<file path="src/rtl/fsab_arbiter.sv">
// Four-client round-robin arbiter for the FSAB outbound request bus.
// It owns the downstream credit pool and locks onto a client for a whole write burst.
`timescale 1ns/1ps

package fsab_pkg;
  // Mirrors the widths normally provided by fsab_defines.vh.
  localparam int FSAB_REQ_HI          = 0;
  localparam int FSAB_DID_HI          = 3;
  localparam int FSAB_ADDR_HI         = 30;
  localparam int FSAB_LEN_HI          = 2;
  localparam int FSAB_DATA_HI         = 63;
  localparam int FSAB_MASK_HI         = 7;
  localparam int FSAB_CREDITS_HI      = 2;
  localparam int FSAB_INITIAL_CREDITS = 4;
  localparam logic [FSAB_REQ_HI:0] FSAB_WRITE = 1'b1;
endpackage

module fsab_arbiter
  import fsab_pkg::*;
(
  input  logic                          clk,
  input  logic                          Nrst,
  input  logic [3:0]                    cli_valid,
  input  logic [4*(FSAB_REQ_HI+1)-1:0]  cli_mode,
  input  logic [4*(FSAB_DID_HI+1)-1:0]  cli_did,
  input  logic [4*(FSAB_DID_HI+1)-1:0]  cli_subdid,
  input  logic [4*(FSAB_ADDR_HI+1)-1:0] cli_addr,
  input  logic [4*(FSAB_LEN_HI+1)-1:0]  cli_len,
  input  logic [4*(FSAB_DATA_HI+1)-1:0] cli_data,
  input  logic [4*(FSAB_MASK_HI+1)-1:0] cli_mask,
  output logic [3:0]                    cli_ack,
  output logic                          fsabo_valid,
  output logic [FSAB_REQ_HI:0]          fsabo_mode,
  output logic [FSAB_DID_HI:0]          fsabo_did,
  output logic [FSAB_DID_HI:0]          fsabo_subdid,
  output logic [FSAB_ADDR_HI:0]         fsabo_addr,
  output logic [FSAB_LEN_HI:0]          fsabo_len,
  output logic [FSAB_DATA_HI:0]         fsabo_data,
  output logic [FSAB_MASK_HI:0]         fsabo_mask,
  input  logic                          fsabo_credit
);
  localparam int RW = FSAB_REQ_HI + 1;
  localparam int DW = FSAB_DID_HI + 1;
  localparam int AW = FSAB_ADDR_HI + 1;
  localparam int LW = FSAB_LEN_HI + 1;
  localparam int XW = FSAB_DATA_HI + 1;
  localparam int MW = FSAB_MASK_HI + 1;
  localparam int CW = FSAB_CREDITS_HI + 2;
  localparam logic [CW-1:0] CRED_INIT = CW'(FSAB_INITIAL_CREDITS);

  typedef enum logic {S_IDLE, S_BURST} state_t;

  state_t        state;
  logic [CW-1:0] cred;
  logic [1:0]    rr_last;
  logic [1:0]    owner;
  logic [LW-1:0] rem;

  logic          grant;
  logic          header;
  logic [1:0]    sel;
  logic [1:0]    cand;

  logic [RW-1:0] sel_mode;
  logic [LW-1:0] sel_len;
  logic          sel_write;

  always_comb begin
    // NOTE: every output of this block gets a default first so no path leaves a latch.
    grant  = 1'b0;
    header = 1'b0;
    sel    = owner;
    cand   = rr_last;
    if (state == S_BURST) begin
      grant = cli_valid[owner];
    end else if (cred != '0) begin
      // Scan from farthest to nearest so the client right after rr_last wins.
      for (int i = 4; i >= 1; i--) begin
        cand = rr_last + 2'(i);
        if (cli_valid[cand]) begin
          grant = 1'b1;
          sel   = cand;
        end
      end
      header = grant;
    end
  end

  always_comb begin
    cli_ack = '0;
    if (grant) cli_ack[sel] = 1'b1;
  end

  assign sel_mode  = cli_mode[sel*RW +: RW];
  assign sel_len   = cli_len[sel*LW +: LW];
  assign sel_write = (sel_mode == FSAB_WRITE);

  always_ff @(posedge clk or negedge Nrst) begin
    if (!Nrst) begin
      state        <= S_IDLE;
      cred         <= CRED_INIT;
      rr_last      <= 2'd3;
      owner        <= 2'd0;
      rem          <= '0;
      fsabo_valid  <= 1'b0;
      fsabo_mode   <= '0;
      fsabo_did    <= '0;
      fsabo_subdid <= '0;
      fsabo_addr   <= '0;
      fsabo_len    <= '0;
      fsabo_data   <= '0;
      fsabo_mask   <= '0;
    end else begin
      // NOTE: state updates use non-blocking assignments so every register samples pre-edge values.
      fsabo_valid <= grant;
      if (grant) begin
        fsabo_mode   <= sel_mode;
        fsabo_did    <= cli_did[sel*DW +: DW];
        fsabo_subdid <= cli_subdid[sel*DW +: DW];
        fsabo_addr   <= cli_addr[sel*AW +: AW];
        fsabo_len    <= sel_len;
        fsabo_data   <= cli_data[sel*XW +: XW];
        fsabo_mask   <= cli_mask[sel*MW +: MW];
      end

      assert (!(fsabo_credit && cred == CRED_INIT))
        else $error("fsab_arbiter: credit returned with pool already full");
      assert (!(header && sel_write && sel_len == '0))
        else $error("fsab_arbiter: write with len 0 from client %0d", sel);

      // A spend and a return in the same cycle cancel out.
      if (fsabo_credit && !header) begin
        if (cred != CRED_INIT) cred <= cred + CW'(1);
      end else if (header && !fsabo_credit) begin
        cred <= cred - CW'(1);
      end

      case (state)
        S_IDLE: begin
          if (header) begin
            rr_last <= sel;
            if (sel_write && sel_len > LW'(1)) begin
              state <= S_BURST;
              owner <= sel;
              rem   <= sel_len - LW'(1);
            end
          end
        end
        S_BURST: begin
          if (grant) begin
            rem <= rem - LW'(1);
            if (rem == LW'(1)) state <= S_IDLE;
          end
        end
        default: state <= S_IDLE;
      endcase
    end
  end
endmodule

</file>
<file path="config.mk">
export PLATFORM = sky130hd
export DESIGN_NAME = fsab_arbiter
export DESIGN_NICKNAME = d
export VERILOG_FILES = /design/src/rtl/fsab_arbiter.sv
export SDC_FILE = /design/constraint.sdc
export NUM_CORES = 1
export LEC_CHECK = 0
export CELL_PAD_IN_SITES_DETAIL_PLACEMENT = 1
export CELL_PAD_IN_SITES_GLOBAL_PLACEMENT = 2
export CORE_MARGIN = 5
export CORE_UTILIZATION = 18
export CTS_CLUSTER_SIZE = 28
export DETAILED_ROUTE_END_ITERATION = 8
export GPL_TIMING_DRIVEN = 0
export PLACE_DENSITY_LB_ADDON = 0.1
export REMOVE_ABC_BUFFERS = 1
export SYNTH_ARGS = -nofsm -noshare
export SYNTH_HDL_FRONTEND = slang
export SYNTH_SLANG_ARGS = --single-unit
</file>
<file path="constraint.sdc">
create_clock -name clk -period 5.3 [get_ports clk]
set_input_delay 1.06 -clock clk [delete_from_list [all_inputs] [get_ports clk]]
set_output_delay 1.06 -clock clk [all_outputs]
set_load 0.1 [all_outputs]
</file>
==> impl_metrics.ini, run 1 <==
[place]
port_buffers = 586
place.gp.congestion = 0.780
place_inst = 2452
place.detailed.hpwl_um = 39100

[critical_path]
crit_required_ns = 4.24
critPathMostFrequentCell = buf_16
crit_path_end_kind = output port
critical_path.top_delay_family = buffers and inverters
slowest_delay_ns = 0.63
cp-start-kind = input port
critPathMaxFanout = 24
cp_slowest_cell = clkdlybuf4s50_1
cp_data_arrival_time_ns = 4.06
cp.depth = 9
crit_path_cell_trace = clkdlybuf4s50_1, or3b_1, a311oi_2, o32ai_4, buf_16, buf_8, buf_16, nor3_1, clkdlybuf4s15_2
critPathKind = input port to output port
path_buf_inv = 5
ff2ff_path_depth = 9

[final_layout]
final_cells = 2486
area.sequential_mm2 = 0.00321
multi_input_area_mm2 = 0.00495
drive_gt1_share_pct = 4.64
fill_cells = 5694
syn_to_final_growth_pct = 90.5
final_common_cell = clkdlybuf4s50_1
fin_nets = 2337
final_cell_mix = clkdlybuf4s50_1 (581), nand2_1 (348), nor2_1 (341), o21ai_0 (230), dfrtp_1 (125)

[hold_path]
hold_class = flop to flop
hold_depth = 2

[sta]
rsz0062_at_grt = false
tns_ns = 0
hold_viol = 0
maxSlewHeadroom_pct = 24.0
finalMaxSlewViolations = 0
fmax_mhz = 195
finalCritPeriodShare_pct = 96.7
setup_viol = 0
fin_crit_ns = 5.12
skew_ns = 0.00638
tightest_slew_ns = 1.14

[die]
dieArea_mm2 = 0.0519
start_util_pct = 18.2
die_h_um = 228
rows = 79
ioPinCount = 587
coreArea_mm2 = 0.0468
die_w_um = 228

[global_routing]
grt_pass1_vias = 11694
track_usage_pct = 18.4
grt_max_degree = 81
grt.overflow.total = 0
antenna_found_initial = 11
grt_pass1_wl_um = 74000

[synth]
synth_warnings = 0
ys.flop_type = dfrtp_1
yosys.area.top_type = dfrtp_1
syn-cell-area_mm2 = 0.00853
synth_area_per_cell_um2 = 6.42
synth_cell_types = 46
synth-seq-area-share_pct = 37.6
synth-edff-count = 0
synth_cells = 1329
synth_top_area_share_pct = 36.7
synth_seq_cells = 128
synth_area_leaders = dfrtp_1 (37%), nand2_1 (15%), nor2_1 (15%)
async_reset_ff_share_pct = 100

[power]
p_leak_nw = 6.78
powerDensity_mw_per_mm2 = 793
ir_drop_mv = 0.297
power_mw = 12.9

[cts]
worstSkewPairLatency_ns = 0.44
path_clk_slew_ns = 0.06
clock-root-buffer = clkbuf_16
cts_tree = done
h-tree-depth = 4
cts_setup_buffers = 0
cts_max_path_buffers = 2
numCtsBuffers = 17
cts.sinks = 128

[route]
first_pass_iters = 4
via_per_inst = 4.28
final_antenna_net_count = 0
route.detailed.drc = 0
drt_wl_total_um = 48100
num_vias = 10644
wire_per_inst_um = 19.3
drtIter0Drc = 304

[outcome]
outcome = finished, final reports clean

[flow_run]
maxCapViolations = 0
-- layer usage --
metal / up-vias / part of all wire (%) / global-route usage (%)
met5: - / 0.21 / 0
met4: 16 / 0.93 / 3.40
met3: 33 / 8.1 / 7.23
met2: 265 / 52 / 33.5
met1: 4921 / 39 / 20.5
li1: 5409 / - / -
-- path summary, 6_finish.rpt --
| check | from | to | slack [ns] |
|---|---|---|---|
| max in group asynchronous | Nrst | cred[2] | 3.94 |
| hold reg to reg | fsabo_mode | fsabo_mode | 0.47 |
| min in group asynchronous | Nrst | fsabo_data[0] | 0.53 |
| setup reg to reg | cred[0] | rem[1] | 1.17 |
| hold / removal | fsabo_mode | fsabo_mode | 0.47 |
| setup / recovery | cli_valid[3] | cli_ack[3] | 0.18 |
-- registers in the layout (all words and copies together), names as in the netlist --
| register | count |
|---|---|
| rem | 3 |
| state | 1 |
| fsabo_valid | 1 |
| fsabo_subdid | 4 |
| fsabo_mask | 8 |
| fsabo_addr | 31 |
| fsabo_did | 4 |
| cred | 4 |
| fsabo_len | 3 |
| rr_last | 2 |
| fsabo_mode | 1 |
| owner | 2 |
| fsabo_data | 64 |
-- where the power goes --
group          switching [mW]  internal (mW)  total, mW
clock network           0.488          0.915       1.40
logic                    6.75           2.92       9.68
registers               0.285           1.53       1.81
-- tightest hold or removal path, cell delays in order, from the launching register on --
cell and delay [ns]:
dfrtp_1 0.34, nand2_1 0.05, nand2_1 0.05
-- final cells by class --
cell class                 instances  area share, %
antenna                            2         0.0308
timing repair buffer             618           40.8
multi-input combinational       1093           30.4
inverter                           6          0.139
clock inverter                    12           1.29
clock buffer                      20           2.87
sequential                       128           19.7
tap                              607           4.67
-- cells by family (layout without fill, tap and decap cells) --
kind of cell | count (synthesis) | after routing | synth area share [%]
other | 0 | 2 | 0
buffers and inverters | 108 | 656 | 4.91
xor gates and xnor gates | 3 | 3 | 0.308
adders and majority gates | 6 | 6 | 0.968
and+or+nand+nor | 821 | 821 | 38.5
AOI/OAI and AO/OA | 251 | 251 | 15.6
muxes | 12 | 12 | 2.08
DFF | 128 | 128 | 37.6
-- stage by stage --
stage	setup slack, ns	utilization (%)	instance area (um^2)	hold WS, ns
4_1_cts	0.000627	34.8	16200	0.476
2_1_floorplan	-8.41	-	8140	0.474
5_1_grt	0.0169	34.8	16300	0.501
6_report	0.176	34.8	16300	0.472
3_3_place_gp	-13.60	31.6	14800	0.453
3_5_place_dp	-0.588	33.3	15600	0.463
-- synth_stat cells (3+ instances only) --
cell type / n
mux4_2: 3
and3_1: 3
dfrtp_1: 125
mux2i_1: 5
o21ai_0: 230
nor2_1: 341
clkbuf_1: 75
nand3_1: 112
inv_1: 6
a21oi_1: 5
nor3b_1: 4
dfstp_2: 3
nand2_1: 348
mux2_2: 3
ha_1: 5
buf_2: 5
buf_1: 21
nor3_1: 3
-- repair_timing --
action,4_1_cts,5_1_grt
endpoints found under the setup margin,4,2
hold buffers,0,0
gates resized for setup,14,3
Power figures use the tool's default switching activity.
==> run 2, diff against run 1 <==
--- a/config.mk
+++ b/config.mk
@@ -5,10 +5,12 @@
 export SDC_FILE = /design/constraint.sdc
 export NUM_CORES = 1
 export LEC_CHECK = 0
+export CAP_MARGIN = 25
 export CELL_PAD_IN_SITES_DETAIL_PLACEMENT = 1
 export CELL_PAD_IN_SITES_GLOBAL_PLACEMENT = 2
+export CORE_ASPECT_RATIO = 1.5
 export CORE_MARGIN = 5
-export CORE_UTILIZATION = 18
+export CORE_UTILIZATION = 17
 export CTS_CLUSTER_SIZE = 28
 export DETAILED_ROUTE_END_ITERATION = 8
 export GPL_TIMING_DRIVEN = 0
==> constraint.sdc (replaced) <==
create_clock -name clk -period 4.8 [get_ports clk]
set_input_delay 0.96 -clock clk [delete_from_list [all_inputs] [get_ports clk]]
set_output_delay 0.96 -clock clk [all_outputs]
set_load 0.1 [all_outputs]
==> impl_metrics.ini, run 2 (synthesis gave the netlist of run 1 again) <==
[die]
die_w_um = 193
rows = 100
die_h_um = 284
ioPinCount = 587
start_util_pct = 17.2
dieArea_mm2 = 0.0549
coreArea_mm2 = 0.0497

[place]
place.detailed.hpwl_um = 39400
port_buffers = 586
place.gp.congestion = 0.754

[sta]
skew_ns = 0.0134
tightest_slew_ns = 1.12
fin_crit_ns = 4.68
maxSlewHeadroom_pct = 25.0
finalCritPeriodShare_pct = 97.6
rsz0062_at_grt = false
setup_viol = 0
hold_viol = 0
fmax_mhz = 214
finalMaxSlewViolations = 0
hold_ws_ns = 0.401

[final_layout]
fin_nets = 2342
regMostFlops = fsabo_data
final_util_pct = 32.9
fill_cells = 6049
final_common_cell = clkdlybuf4s50_1
final_cell_mix = clkdlybuf4s50_1 (581), nand2_1 (348), nor2_1 (341), o21ai_0 (230), dfrtp_1 (125)
largestRegisters = fsabo_data (64), fsabo_addr (31), fsabo_mask (8)
drive_gt1_share_pct = 4.68
syn_to_final_growth_pct = 91.3
largest_register_ff_count = 64

[cts]
path_clk_slew_ns = 0.06
cts_tree = done
worstSkewPairLatency_ns = 0.45
cts-hold-fix-buffers = 0
numCtsBuffers = 17
h-tree-depth = 4
cts.sinks = 128
cts_max_path_buffers = 2
clock-root-buffer = clkbuf_16

[global_routing]
track_usage_pct = 17.5
grtUsageMet1_pct = 17.1
grt_pass1_vias = 11618
gr-max-usage-layer = met2
antenna_found_initial = 19
grtUsageMet3_pct = 6.63
grt_use_met2_pct = 33.2
grt_pass1_wl_um = 72200
grt_max_degree = 89
grt.overflow.total = 0

[critical_path]
cp-start-kind = input port
ff2ff_path_depth = 9
critical_path.top_delay_family = buffers and inverters
slowest_delay_ns = 0.61
cp.depth = 10
r2r_start = cred[0]
timing.rr.end = rem[1]
critPathMaxFanout = 23
cp_data_arrival_time_ns = 3.72
worstSetupStartpoint = cli_valid[3]
crit_path_cell_trace = clkdlybuf4s50_1, or3b_1, a311oi_2, o32ai_4, buf_16, buf_16, buf_8, buf_16, nor3_1, buf_4
crit_path_end_kind = output port
critPathMostFrequentCell = buf_16
cp_slowest_cell = clkdlybuf4s50_1
crit_end = cli_ack[1]
path_buf_inv = 6
r2r_slack_ns = 1.06
crit_required_ns = 3.84
critPathKind = input port to output port

[power]
p_leak_nw = 6.75
intPower_mw = 5.83
seqPwrFrac_pct = 14.1
switchingPower_mw = 8.40
sw_frac_of_total_pct = 59.0
ir_drop_mv = 0.291
pwr-share-clk_pct = 10.6
combPwrFrac_pct = 75.3
powerDensity_mw_per_mm2 = 872

[route]
drt_wl_total_um = 49800
first_pass_iters = 4
num_vias = 10768
via_per_inst = 4.20
route.detailed.drc = 0
final_antenna_net_count = 0
drtIter0Drc = 232
wire_per_inst_um = 19.4

[flow_run]
maxCapViolations = 0

[hold_path]
hold_class = input port to asynchronous set/reset pin

[outcome]
outcome = finished, final reports clean
## run 2: how the worst min path moves through the flow
stage	startpoint	endpoint	cells after the start
floorplan	rr_last[0]	rr_last[0]	2
global placement	fsabo_mode	fsabo_mode	2
detailed placement	fsabo_len[2]	fsabo_len[2]	2
CTS	Nrst	fsabo_addr[24]	1
global route	Nrst	fsabo_addr[24]	1
finish	Nrst	fsabo_addr[24]	1
## run 2: stage by stage
stage                     setup WS [ns]  std cells  area [um^2]  setup TNS, ns  total power [mW]
after CTS                       -0.0778       2542        16300        -0.0778              14.5
final                             0.116       2561        16300              0              14.2
after floorplan                   -8.71       1227         8140        -612.93              9.29
after global routing             0.0215       2555        16300              0              15.3
after global placement           -13.94       2476        14800       -1923.19              11.1
after detailed placement         -0.899       2507        15600          -2.76              12.9
## run 2: final cells by class
| type | instances | area, um^2 | share of cell area (%) |
|---|---|---|---|
| Inverter | 6 | 22.5 | 0.138 |
| Clock buffer | 23 | 468 | 2.87 |
| Multi-Input combinational cell | 1095 | 4970 | 30.4 |
| Sequential cell | 128 | 3210 | 19.6 |
| Clock inverter | 9 | 180 | 1.10 |
| Tap cell | 663 | 830 | 5.08 |
| Timing Repair Buffer | 621 | 6610 | 40.5 |
| Antenna cell | 16 | 40.0 | 0.245 |
## run 2: what timing repair did
action                     4_1_cts  5_1_grt
cloned                           1        1
pin swaps                        1        1
setup buffers                    2        2
setup endpoints to repair        4        3
resized for setup               20        1
## run 2: power groups by stage
stage	registers, mW	clock network, mW	logic, mW
2_1_floorplan	5.57	0	3.72
3_3_place_gp	1.97	0	9.10
3_5_place_dp	2.03	0	10.8
4_1_cts	2.02	1.56	10.9
5_1_grt	2.09	1.59	11.6
6_report	2.01	1.50	10.7
## run 2: metal layers
metal,wire length [um],vias up
li1,-,5444
met1,17400,4968
met2,27500,308
met5,57,-
met4,956,8
met3,3830,40
## run 2: worst register-to-register path: cells and delay by family, from the launching register on
family / cells / cell delay [ns]
compound gates: 3 / 1.01
mux: 2 / 0.99
flops: 1 / 0.45
buf+inv: 2 / 0.38
simple gates: 2 / 0.80
